## src/rtl/cpu_wait_sequencer.sv

```systemverilog
// cpu_wait_sequencer: generates the 6502 phi2 (sys_clk) and VIA clock
// (via_clk) from the master clock after a power-on hold. It stretches the
// sys_clk high phase for slow I/O windows in the I/O page, using
// CPU-programmable wait counts at IO_PAGE:70..73.
// Optional build macro CPU_WAIT_READBACK_EN adds read access to the wait
// registers through dat_out/dat_oe.
module cpu_wait_sequencer #(
    parameter int unsigned POR_BITS  = 16,
    parameter int unsigned WAIT_BITS = 4,
    parameter logic [7:0]  IO_PAGE   = 8'h9F,
    parameter int unsigned WAIT0_RST = 3
) (
    input  logic                 clk,
    input  logic                 rst,
    input  logic [7:0]           adr_hi,
    input  logic [7:0]           adr_lo,
    input  logic                 rw,
    input  logic [7:0]           dat_bus,
    output logic                 sys_clk,
    output logic                 via_clk,
    output logic                 running,
    output logic                 stretching,
    output logic [1:0]           wait_slot
`ifdef CPU_WAIT_READBACK_EN
    ,
    output logic [7:0]           dat_out,
    output logic                 dat_oe
`endif
);

    localparam int unsigned NUM_SLOTS = 4;

    typedef enum logic [1:0] {
        ST_HOLD  = 2'd0,
        ST_LOW   = 2'd1,
        ST_HIGH  = 2'd2,
        ST_WAITH = 2'd3
    } state_t;

    state_t                 state;
    logic [POR_BITS-1:0]    por_cnt;
    logic [WAIT_BITS-1:0]   wait_cnt;
    logic [WAIT_BITS-1:0]   wait_reg [NUM_SLOTS];

    logic                   io_page_hit;
    logic [NUM_SLOTS-1:0]   slot_hit;
    logic                   slot_any;
    logic [1:0]             slot_idx;
    logic [WAIT_BITS-1:0]   sel_wait;
    logic                   cfg_hit;
    logic [1:0]             cfg_idx;
    logic                   leave_high;
    logic                   unused_dat_bits;

    // Only the low WAIT_BITS of the data bus are stored.
    assign unused_dat_bits = ^dat_bus;

    // Address decode of the slow I/O windows and the config registers.
    always_comb begin
        io_page_hit = (adr_hi == IO_PAGE);
        slot_hit    = '0;
        slot_hit[0] = io_page_hit && (adr_lo[7:1] == 7'h20);
        slot_hit[1] = io_page_hit && (adr_lo[7:4] == 4'h6);
        slot_hit[2] = io_page_hit && (adr_lo[7:5] == 3'b000);
        slot_hit[3] = io_page_hit && (adr_lo[7:5] == 3'b001);
        slot_any    = |slot_hit;
        slot_idx    = 2'd0;
        if (slot_hit[1]) slot_idx = 2'd1;
        if (slot_hit[2]) slot_idx = 2'd2;
        if (slot_hit[3]) slot_idx = 2'd3;
        sel_wait    = wait_reg[slot_idx];
        cfg_hit     = io_page_hit && (adr_lo[7:2] == 6'b0111_00);
        cfg_idx     = adr_lo[1:0];
    end

    // True on the edge that ends the sys_clk high phase.
    always_comb begin
        leave_high = ((state == ST_HIGH) && (wait_cnt == '0)) ||
                     ((state == ST_WAITH) && (wait_cnt == WAIT_BITS'(1)));
    end

    // Power-on hold, clock generation and wait-state sequencing.
    always_ff @(posedge clk or posedge rst) begin
        if (rst) begin
            state      <= ST_HOLD;
            por_cnt    <= '0;
            running    <= 1'b0;
            sys_clk    <= 1'b0;
            via_clk    <= 1'b0;
            stretching <= 1'b0;
            wait_slot  <= 2'd0;
            wait_cnt   <= '0;
        end else begin
            if (!running) begin
                por_cnt <= por_cnt + POR_BITS'(1);
                if (&por_cnt) begin
                    running <= 1'b1;
                    state   <= ST_LOW;
                end
            end

            via_clk <= running ? ~via_clk : 1'b0;

            case (state)
                ST_HOLD: begin
                    sys_clk <= 1'b0;
                end
                ST_LOW: begin
                    // Start of high phase: sample address, arm the stretch.
                    state   <= ST_HIGH;
                    sys_clk <= 1'b1;
                    if (slot_any && (sel_wait != '0)) begin
                        wait_cnt  <= sel_wait;
                        wait_slot <= slot_idx;
                    end else begin
                        wait_cnt  <= '0;
                    end
                end
                ST_HIGH: begin
                    if (wait_cnt != '0) begin
                        state      <= ST_WAITH;
                        stretching <= 1'b1;
                    end else begin
                        state      <= ST_LOW;
                        sys_clk    <= 1'b0;
                    end
                end
                ST_WAITH: begin
                    wait_cnt <= wait_cnt - WAIT_BITS'(1);
                    if (wait_cnt == WAIT_BITS'(1)) begin
                        state      <= ST_LOW;
                        sys_clk    <= 1'b0;
                        stretching <= 1'b0;
                    end
                end
                default: begin
                    state   <= ST_HOLD;
                    sys_clk <= 1'b0;
                end
            endcase
        end
    end

    // Wait-count config registers, written as the CPU write cycle ends.
    always_ff @(posedge clk or posedge rst) begin
        if (rst) begin
            wait_reg[0] <= WAIT_BITS'(WAIT0_RST);
            for (int i = 1; i < NUM_SLOTS; i++) begin
                wait_reg[i] <= '0;
            end
        end else if (leave_high && !rw && cfg_hit) begin
            wait_reg[cfg_idx] <= dat_bus[WAIT_BITS-1:0];
        end
    end

`ifdef CPU_WAIT_READBACK_EN
    logic stay_high;

    // sys_clk is high after this edge.
    always_comb begin
        stay_high = (state == ST_LOW) ||
                    ((state == ST_HIGH) && (wait_cnt != '0)) ||
                    ((state == ST_WAITH) && (wait_cnt != WAIT_BITS'(1)));
    end

    // Config register readback, aligned with the sys_clk high phase.
    always_ff @(posedge clk or posedge rst) begin
        if (rst) begin
            dat_oe  <= 1'b0;
            dat_out <= 8'h00;
        end else if (stay_high && rw && cfg_hit) begin
            dat_oe  <= 1'b1;
            dat_out <= 8'(wait_reg[cfg_idx]);
        end else begin
            dat_oe  <= 1'b0;
            dat_out <= 8'h00;
        end
    end
`endif

endmodule

```

## config.mk

```make
export PLATFORM = sky130hd
export DESIGN_NAME = cpu_wait_sequencer
export DESIGN_NICKNAME = d
export VERILOG_FILES = /design/src/rtl/cpu_wait_sequencer.sv
export SDC_FILE = /design/constraint.sdc
export NUM_CORES = 1
export LEC_CHECK = 0
export CORE_MARGIN = 4
export CORE_UTILIZATION = 48
export CTS_BUF_LIST = sky130_fd_sc_hd__clkbuf_16
export CTS_CLUSTER_SIZE = 14
export DETAILED_ROUTE_END_ITERATION = 6
export PLACE_DENSITY = 0.85
export SLEW_MARGIN = 20
export SYNTH_ARGS = -nofsm -noshare
export SYNTH_HDL_FRONTEND = slang
export SYNTH_SLANG_ARGS = --single-unit
```

## constraint.sdc

```tcl
create_clock -name clk -period 1.8 [get_ports clk]
set_input_delay 0.18 -clock clk [delete_from_list [all_inputs] [get_ports clk]]
set_output_delay 0.18 -clock clk [all_outputs]
set_load 0.01 [all_outputs]
```

* Word-level counts from Yosys, hierarchy flattened
Index checks and enable logic that the tools add are counted.
** Storage, ports and cells
- Register bits after elaboration :: 44
- Output and inout bits :: 6
- Word-level logic and storage cells :: 81
- Bits of input ports :: 27
** Cells by class
- $add $sub $neg :: 2
- Equal/unequal tests :: 12
- Bitwise gates (word level) :: 3
- Muxes and demuxes :: 24
- Order comparisons :: 3
- Reductions and logical operators :: 25
** Operator list (count)
- adder 16 x 1 -> 16 bit (second input constant) :: 1
- bitwise mux 16 bit :: 1
- two-way mux 4 bit :: 4
- AND reduction 16 bit :: 1
- two-way mux 2 bit :: 6
- logical AND 1 bit :: 11
- binary-select mux 4 bit (select 2 bit) :: 1
- demux 4 bit (select 2 bit) :: 1
- == test 8 bit (second input constant) :: 1
- case mux 4 bit (2 select lines) :: 1
- nonzero test 4 bit :: 2
- == test 7 x 6 -> 1 bit (second input constant) :: 1
- two-way mux 1 bit :: 7
- == test 6 x 5 -> 1 bit (second input constant) :: 1
- greater-or-equal comparator 3 bit (second input constant) :: 2
- NOT 2 -> 3 bit :: 2
- case mux 2 bit (3 select lines) :: 1
- == test 2 bit (second input constant) :: 2
- == test 4 x 1 -> 1 bit (second input constant) :: 1
- == test 4 x 3 -> 1 bit (second input constant) :: 1
- logical NOT 4 bit :: 1
- != test 2 x 1 -> 1 bit (second input constant) :: 2
- case mux 1 bit (4 select lines) :: 1
- AND reduction 2 bit :: 2
- 14 further kinds :: 15

* Longest topological paths before layout
- Depth after elaboration :: 13
- Mapped depth :: 7
- Gate-level depth less buffers :: 6

* Least setup slack after synthesis
No wires, ideal clock.
- Path type :: input to register
- Start :: in adr_lo[3]
- End :: reg wait_slot[0]
- Arrival :: 1.855 ns
- Path buffers :: 0
- Required time :: 1.672 ns
- Path slack :: -0.183 ns
- Library setup time :: 0.128 ns
- Stages on the path :: 6
- Cell sequence :: or4_1 nand3_1 nand4_2 or4_1 o211ai_2 mux2_1
** Between the ends
- Word-level cells in the longest chain between the ends :: 5
** Ends and longest elaborated chain
- from (decl) :: line 16 : input logic [7:0] adr_lo,
- == test 7 x 6 -> 1 bit :: line 62 : slot_hit[0] = io_page_hit && (adr_lo[7:1] == 7'h20);
- logical AND 1 bit :: line 62
- OR reduction 4 bit :: line 66 : slot_any = |slot_hit;
- logical AND 1 bit :: line 112 : if (slot_any && (sel_wait != '0)) begin
- AND reduction 2 bit (no source line)
- to (signal assigned) :: line 114 : wait_slot <= slot_idx;
- to (decl) :: line 23 : output logic [1:0] wait_slot
Every way passes these cells.
A chain may end at the register's enable or synchronous reset.

* Worst setup path after layout
- Start :: reg wait_cnt[1]
- End :: reg wait_reg[10] (netlist bit)
** Between the ends
- Word-level cells in the longest chain between the ends :: 5
- Elaborated cells between the ends (all ways) :: 7
- Classes of those cells :: eq/ne (1); reduce/logical (6)
** Ends and longest elaborated chain
- from (decl) :: line 42 : logic [WAIT_BITS-1:0] wait_cnt;
- from (signal assigned) :: line 113 : wait_cnt <= sel_wait;
- from (signal assigned) :: line 129 : wait_cnt <= wait_cnt - WAIT_BITS'(1);
- == test 4 x 1 -> 1 bit or logical NOT 4 bit (tied branches) :: line 79, 78
- logical AND 1 bit (on tied branches) :: line 79, 78
- logical OR 1 bit * :: line 78 : leave_high = ((state == ST_HIGH) && (wait_cnt == '0)) ||
- logical AND 1 bit * (2 in a row) :: line 151 : end else if (leave_high && !rw && cfg_hit) begin
- to (signal, indexed assignment) :: line 152 : wait_reg[cfg_idx] <= dat_bus[WAIT_BITS-1:0];
- to (decl) :: line 43 : logic [WAIT_BITS-1:0] wait_reg [NUM_SLOTS];
Mark *: on every way between the ends. The rest lies on a longest branch, timed or not.

==> flow_metrics.py <==
metrics = {
    "outcome": {
        "status": "complete, but fails checks",
        "violations": "negative setup slack",
    },
    "routing": {
        "wl_per_cell_um": 19.5,
        "firstDrtPassIters": 4,
        "routed-via-count": 1895,
        "drt_iter0_markers": 121,
        "drt-total-wl_um": 6500,
        "drc": 0,
        "drtAntennaViolNets": 0,
        "drt-vias-per-instance": 5.69,
    },
    "layout": {
        "num_antenna_cells": 0,
        "layout_common_cells": "buf_4, dfrtp_1, mux2_2, nand2_1, clkdlybuf4s50_1",
        "fin_cells": 333,
        "layout-drive-gt1-share_pct": 43.8,
        "syn_to_final_growth_pct": 46.0,
        "num-nets-final": 310,
        "mostFrequentLayoutCell": "buf_4",
        "fillerInstances": 300,
        "final_area_um2": 3210,
    },
    "clocking": {
        "ctsLongestPathBuffers": 2,
        "cts_root_buf": "clkbuf_16",
        "clk_pin_slew_ps": 70,
        "clk_latency_ps": 290,
        "cts_made_buffers": 5,
        "cts_tree": "built",
        "cts_sinks": 44,
        "htreeDepth": 2,
        "hold_buffers": 0,
    },
    "timing": {
        "final_max_slew_viol_count": 0,
        "finalHoldViolCount": 0,
        "clock.fmax_mhz": 508,
        "rsz0062_at_grt": "yes",
        "clock_skew_ps": 9.66,
        "min_period_ps": 1970,
        "post-route-period-util_pct": 109,
        "worst_pin_slew_ps": 456,
        "slew_headroom_pct": 69.3,
        "setup_viol_count_final": 18,
        "worst_slack_ps": -168,
    },
    "setup_path": {
        "cp_slowest_stage_delay_ps": 420,
        "endpoint_kind": "flop",
        "worstPathRequired_ps": 1970,
        "cp_max_fo": 4,
        "path_cells": "inv_2 > ha_4 > mux2i_4 > nor4_4 > buf_4 > nand3b_1 > mux2_4",
        "critPathSlowestCell": "dfrtp_1",
        "critPathArrivalTime_ps": 2140,
        "path_class": "flop to flop",
        "critPathLaunchType": "flop",
    },
    "hold_path": {
        "hold_path.class": "primary input to asynchronous set/reset pin",
    },
    "floorplanning": {
        "die_y_um": 75.7,
        "die_area_um2": 5730,
        "fp.dieW_um": 75.7,
        "io_pins": 33,
        "fp-row-count": 24,
        "initial_utilization_pct": 50.2,
        "core_um2": 4380,
    },
    "logic_synthesis": {
        "async_flop_share_pct": 100,
        "synthDominantCellAreaShare_pct": 47.8,
        "synth_nets": 224,
        "yosys_warnings": 0,
        "ys.flop_type": "dfrtp_1",
        "postSynthAreaPerCell_um2": 11.3,
        "netlist-cell-type-count": 46,
        "ys_ff_latch": 44,
        "yosys.area.top_type": "dfrtp_1",
        "synthTopCellsByArea": "dfrtp_1, mux2_2, xnor2_1",
        "synth-edff-count": 0,
        "synthCells": 194,
        "syn_area_um2": 2200,
        "yosysSeqAreaShare_pct": 50.1,
    },
    "placed_design": {
        "io_buffers": 28,
        "routabilityCongestion": 0.864,
        "post-place-ws_ps": -700,
        "dp_hpwl_um": 3760,
        "placed_area_um2": 2830,
        "numPlacedInstances": 307,
    },
    "grt": {
        "grt_max_degree": 30,
        "grt_pass1_vias": 1993,
        "grt_pass1_wl_um": 10400,
        "antenna_found_initial": 0,
        "overflow": 0,
        "grt_use_total_pct": 25.5,
    },
    "pwr": {
        "leakagePower_nw": 1.49,
        "ir_drop_mv": 0.392,
        "p_per_area_nw_per_um2": 673,
    },
    "run": {
        "drv_cap": 0,
    },
}
==> cells in the mapped netlist (2+ instances only) <==
cell and n:
a2111oi_0 2, a21oi_1 7, a31oi_1 2, clkbuf_1 3, dfrtp_1 42, dfstp_2 2, ha_1 3, inv_1 7
mux2_1 2, mux2_2 18, mux2i_1 2, nand2_1 13, nand2b_1 4, nand3_1 8, nand3b_1 3, nand4_1 4
nand4b_1 2, nor2_1 12, nor2b_1 2, nor3_1 5, nor4_1 2, o21ai_0 7, o22ai_1 3, or2_2 2
or4_1 3, xnor2_1 10, xor2_1 5
==> cell type report <==
class | count | area [um2] | share of cell area [%]
clock buffer | 5 | 125 | 3.89
clock inverter | 3 | 38.8 | 1.21
inverter | 7 | 26.3 | 0.818
multi-input combinational | 139 | 1190 | 37.1
sequential | 44 | 1100 | 34.4
tap | 52 | 65.1 | 2.02
timing repair buffer | 83 | 662 | 20.6
==> critical path, delay by kind of cell, from the launching register on <==
family | cells | cell delay (ps)
mux | 2 | 440
buf+inv | 2 | 310
flops | 1 | 420
simple gates | 2 | 510
fa+ha+maj | 1 | 160
==> what timing repair did <==
item                                    4_1_cts  5_1_grt
endpoints found under the setup margin       21       21
setup buffers                                14        5
pin swaps                                    13       10
gates resized for setup                      69       17
==> per-layer routing <==
layer  wire, um  part of all wire (%)  vias up  track usage [%]
met2       3340                    51       75             43.8
met4        285                   4.4        0             12.0
met3        395                   6.1       21             6.20
li1           -                     -      874                -
met5          0                     0        -                0
met1       2480                    38      925             29.9
==> path summary, 6_finish.rpt <==
kind | from | depth (start not counted) | to | slack, ps
min in group clk | adr_lo[7] | 5 | wait_cnt[3] | 420
worst max register to register | wait_cnt[1] | 7 | wait_reg[10] | -170
worst max-delay path | wait_cnt[1] | 7 | wait_reg[10] | -170
worst min register to register | via_clk | 1 | via_clk | 440
worst min-delay path | rst | 3 | wait_reg[8] | 210
max in group asynchronous | rst | 3 | asynchronous set/reset pin | 1220
==> cell families after synthesis <==
kind of cell	count (synthesis)	share of synthesized area, %
flops	44	50.1
buf+inv	11	2.05
compound gates	28	8.58
simple gates	71	20.4
mux	22	11.1
fa+ha+maj	3	1.71
xor+xnor	15	5.97
==> stage by stage <==
stage	hold slack [ps]	setup TNS [ps]	total power, mW	utilization [%]
final	208	-1660	2.16	73.3
after global routing	265	-3550	2.22	73.3
after CTS	217	-1480	2.15	72.6
after detailed placement	428	-10860	1.14	64.5
after global placement	419	-9420	1.14	64.5
after floorplan	331	-278	1.05	-
==> power breakdown <==
group	switching, mW	internal, mW
clock	0.376	0.647
combinational	0.0769	0.0723
sequential	0	0.989
total	0.453	1.71
Note: power is estimated with default switching activity, not from simulation.
==> variant 1: new RTL, config.mk and constraints unchanged <==
The option `CPU_WAIT_READBACK_EN` is turned on by a define.
--- a/src/rtl/cpu_wait_sequencer.sv
+++ b/src/rtl/cpu_wait_sequencer.sv
@@ -4,6 +4,8 @@
 // CPU-programmable wait counts at IO_PAGE:70..73.
 // Optional build macro CPU_WAIT_READBACK_EN adds read access to the wait
 // registers through dat_out/dat_oe.
+`define CPU_WAIT_READBACK_EN
+
 module cpu_wait_sequencer #(
     parameter int unsigned POR_BITS  = 16,
     parameter int unsigned WAIT_BITS = 4,
Behaviour (old outputs only; new: dat_oe and dat_out): unchanged (Yosys induction, for registers that start in step).
==> variant 1 against the unedited design <==
The flow still finishes with violations (setup timing); sequential cell count rose by 5; power barely moved; routed wire length fell by 4.1%; core utilization fell by 4.0 points; area after synthesis rose by 15%; setup slack got worse by 0.060 ns; final area rose by 10%; sequential power rose by 11%; largest cell class unchanged; highest routed layer unchanged.
==> variant 1: results (changes against the unedited design) <==
Worst setup path
  – Reg2reg end: wait_slot[1]$_DFFE_PP0P_ (was wait_reg[10]$_DFFE_PP0P_)
  – R2R setup slack: -0.21 ns (was -0.17 ns)
  – CP top delay family: compound AO/OA/AOI/OAI gates (was simple AND/OR/NAND/NOR gates)
  – CP arrival: 2.20 ns (was 2.14 ns)
  – FF-to-FF Start: wait_reg[3]$_DFFE_PP0P_ (was wait_cnt[1]$_DFFE_PP0P_)

Yosys
  – Post-synthesis mux area share: 0.138 (was 0.111)
  – Leading cell types by count after synthesis: 47 x dfrtp_1, 15 x nand2_1, 14 x mux2_2 (was 42 x dfrtp_1, 18 x mux2_2, 13 x nand2_1)
  – Cells after synthesis: 217 (was 194)
  – Adder-cell share of the synthesized area: 0.0148 (was 0.0171)

Routing
  – Wirelength, routed: 6230 µm (was 6500 µm)
  – Vias/cell: 5.62 (was 5.69)
  – DR iter-0 viols: 180 (was 121)
  – Drt wl/cell: 17.1 µm (was 19.5 µm)

Outcome
  – Failing checks: setup timing (unchanged)
  – Status: complete, but fails checks (unchanged)

GRT
  – First-pass GRT wire length: 9980 µm (was 10400 µm)
  – Overall Global Routing Usage: 0.200 (was 0.255)
  – Largest net degree at the start of global routing: 29 (was 30)

Timing
  – TNS Setup: -0.622 ns (was -1.66 ns)
  – Worst Slack Setup Final: -0.227 ns (was -0.168 ns)
  – Setup-failing EPs final: 5 (was 18)

Cells and area
  – Layout Nets: 324 (was 310)
  – Layout cells sized above 1: 0.349 (was 0.438)

Place
  – Placed instance area: 3210 µm² (was 2830 µm²)

Power and ir drop
  – Leakage power: 0.00162 µW (was 0.00149 µW)
## variant 1: cell types whose count changed in the layout (fill, tap and decap cells not counted), moves of 5 or more
cell / unedited run / this run
nor2b_1: 1 / 9
dlygate4sd2_1: 2 / 9
clkdlybuf4s50_1: 13 / 19
buf_4: 50 / 39
dfrtp_1: 41 / 47
clkbuf_2: 5 / 0
## variant 1: routing by layer
metal / global-route usage / vias to the layer above / routed length, µm
met5: 0 / - / 0
met3: 0.0392 / 7 / 339
li1: - / 937 / -
met4: 0.0557 / 0 / 68
met2: 0.336 / 81 / 3110
met1: 0.261 / 1027 / 2710
## variant 1: metrics by stage
step | setup WS, ns | util
floorplan | -0.144 | -
global placement | -0.799 | 0.629
detailed placement | -0.780 | 0.629
CTS | -0.208 | 0.683
global route | -0.311 | 0.693
finish | -0.227 | 0.693
## variant 1: worst max-delay path by stage
stage	from	end	cells past startpoint	slack, ns
2_1_floorplan	adr_lo[7]	wait_slot[0]$_DFFE_PP0P_	6	-0.14
3_3_place_gp	adr_lo[5]	wait_reg[3]$_DFFE_PP0P_	8	-0.80
3_5_place_dp	adr_lo[5]	wait_reg[15]$_DFFE_PP0P_	7	-0.78
4_1_cts	wait_reg[3]$_DFFE_PP0P_	wait_slot[1]$_DFFE_PP0P_	6	-0.21
5_1_grt	adr_lo[1]	wait_slot[1]$_DFFE_PP0P_	7	-0.31
6_report	adr_lo[6]	wait_slot[1]$_DFFE_PP0P_	7	-0.23
## variant 1: power breakdown
group	switching [µW]	total (µW)	internal [µW]
Sequential	0	1100	1100
Combinational	75.4	148	73.0
Clock	401	913	512
Total	476	2160	1690
## variant 1: cells by family (layout without fill, tap and decap cells)
logic type      after synthesis  after routing
buf+inv                      18             93
compound gates               33             33
simple gates                 71             71
mux                          27             27
flops                        49             49
other cells                   1              4
xor+xnor                     15             15
fa+ha+maj                     3              3
## variant 1: cell type report
| class | count | area, µm² |
|---|---|---|
| Clock buffer | 5 | 125 |
| Inverter | 8 | 30.0 |
| Sequential cell | 49 | 1230 |
| Tap cell | 70 | 87.6 |
| Clock inverter | 3 | 17.5 |
| Fill cell | 357 | 1570 |
| Multi-Input combinational cell | 153 | 1380 |
| Timing Repair Buffer | 77 | 673 |
## variant 1: timing repair
item                                    CTS  global route
pin swaps                                13             8
endpoints found under the setup margin   26            22
buffers inserted                          8             5
gates resized for setup                  41             8
==> variant 2: new RTL, same flow settings <==
Made on the original files. The 4 states of `state_t` get a one-hot encoding in 4 bits.
--- a/src/rtl/cpu_wait_sequencer.sv
+++ b/src/rtl/cpu_wait_sequencer.sv
@@ -30,11 +30,11 @@
 
     localparam int unsigned NUM_SLOTS = 4;
 
-    typedef enum logic [1:0] {
-        ST_HOLD  = 2'd0,
-        ST_LOW   = 2'd1,
-        ST_HIGH  = 2'd2,
-        ST_WAITH = 2'd3
+    typedef enum logic [3:0] {
+        ST_HOLD  = 4'b0001,
+        ST_LOW   = 4'b0010,
+        ST_HIGH  = 4'b0100,
+        ST_WAITH = 4'b1000
     } state_t;
 
     state_t                 state;
Formal check against the unedited RTL: same outputs for any inputs over 10 cycles, from zero or initial values and one cycle with rst high; not proved beyond that.
==> variant 2 against the unedited design <==
The run still ends with setup timing left; sequential cell count increased by 2; setup slack worse by 0.083 ns; power shrank 1.7%; final area grew 7.7%; first-iteration DRC count shrank 7.4%; routed wire length increased by 5.1%; sequential power is 4% higher; area after synthesis rose by 7.4%; global-route usage shrank 5.4 points; count of clock-buffer cells in the layout unchanged; clock power is 10% lower; largest cell class unchanged; highest routed layer unchanged.
==> variant 2: results (changes against the unedited design) <==
Power and ir drop
  – Max IR drop VDD: 0.000445 V (was 0.000392 V)
  – P_sw: 500 µW (was 453 µW)
  – Clock share of power: 0.431 (was 0.473)
  – P_comb: 174 µW (was 149 µW)
  – Leakage power: 0.00158 µW (was 0.00149 µW)
  – Tot Pwr: 2120 µW (was 2160 µW)

Place
  – Placer Congestion: 0.824 (was 0.864)
  – Inst Count DP: 338 (was 307)
  – Worst slack, placed: -0.601 ns (was -0.700 ns)
  – Placed instance area: 2940 µm² (was 2830 µm²)

Yosys
  – Top cells by area, synth: dfrtp_1 46%, mux2_2 9.5%, xnor2_1 4.1% (was dfrtp_1 48%, mux2_2 9.2%, xnor2_1 4.0%)
  – Synthesized Nets: 247 (was 224)
  – Leading cell types by count after synthesis: 43 x dfrtp_1, 20 x mux2_2, 18 x nand2_1, 18 x nor2_1, 11 x xnor2_1 (was 42 x dfrtp_1, 18 x mux2_2, 13 x nand2_1)
  – Netlist cell types: 50 (was 46)
  – Register area share after synthesis: 0.488 (was 0.501)
  – Average size of a mapped cell: 10.9 µm² (was 11.3 µm²)

GRT
  – Met3 usage: 0.0470 (was 0.0620)
  – First-pass GRT wire length: 9520 µm (was 10400 µm)
  – Global Route met1 Usage: 0.241 (was 0.299)
  – Grt met2 use: 0.347 (was 0.438)
  – Largest net degree at the start of global routing: 26 (was 30)
  – Overall Global Routing Usage: 0.201 (was 0.255)

Routing
  – Vias/cell: 5.68 (was 5.69)
  – Drt pass-1 iters: 4 (unchanged)
  – Met2 wire len: 3700 µm (was 3340 µm)
  – Wirelength, routed: 6830 µm (was 6500 µm)
  – Drt wl/cell: 18.9 µm (was 19.5 µm)
  – Met1 WL: 2700 µm (was 2480 µm)
  – Wire length on met3: 237 µm (was 395 µm)

Cells and area
  – Layout cells sized above 1: 0.380 (was 0.438)
  – Layout Nets: 325 (was 310)
  – Filler cell count: 319 (was 300)

Die
  – Rows: 25 (was 24)

Timing
  – Setup-failing EPs final: 19 (was 18)
  – Worst Slack Setup Final: -0.250 ns (was -0.168 ns)
  – Hold_ws: 0.237 ns (was 0.208 ns)
  – Max-slew headroom: 0.744 (was 0.693)
  – TNS Setup: -3.06 ns (was -1.66 ns)
  – Clk_skew: 0.00723 ns (was 0.00966 ns)

Outcome
  – Status: complete, but fails checks (unchanged)
  – Failing checks: setup timing (unchanged)

Clock tree
  – CTS Buf Count: 5 (unchanged)

Worst setup path
  – FF-to-FF Start: wait_cnt[2]$_DFFE_PP0P_ (was wait_cnt[1]$_DFFE_PP0P_)
  – CP arrival: 2.23 ns (was 2.14 ns)
[variant 2: cells by family after synthesis]
group / share of synthesized area
fa+ha+maj: 0.0212
compound gates: 0.102
buf+inv: 0.0164
flops: 0.488
xor+xnor: 0.0593
simple gates: 0.213
mux: 0.0995
[variant 2: timing repair]
item                                    in CTS  in global routing
setup buffers                                6                 10
endpoints found under the hold margin        0                  0
resized for setup                           37                 34
pin swaps                                   11                 11
gates cloned                                 0                  0
endpoints found under the setup margin      19                 22
[variant 2: final cells by class]
class / instances / area, µm² / area share
clock buffer: 5 / 125 / 0.0361
clock inverter: 3 / 16.3 / 0.00470
inverter: 6 / 22.5 / 0.00651
multi-input combinational: 162 / 1420 / 0.410
sequential: 46 / 1150 / 0.334
tap: 67 / 83.8 / 0.0242
timing repair buffer: 73 / 641 / 0.185
[variant 2: critical path, stage by stage (launching register included)]
cell and delay (ns):
dfrtp_1 0.40, nor4_4 0.31, nand2_2 0.11, nor4b_4 0.29, buf_4 0.18, nor3b_4 0.20
buf_6 0.15, mux2_4 0.30
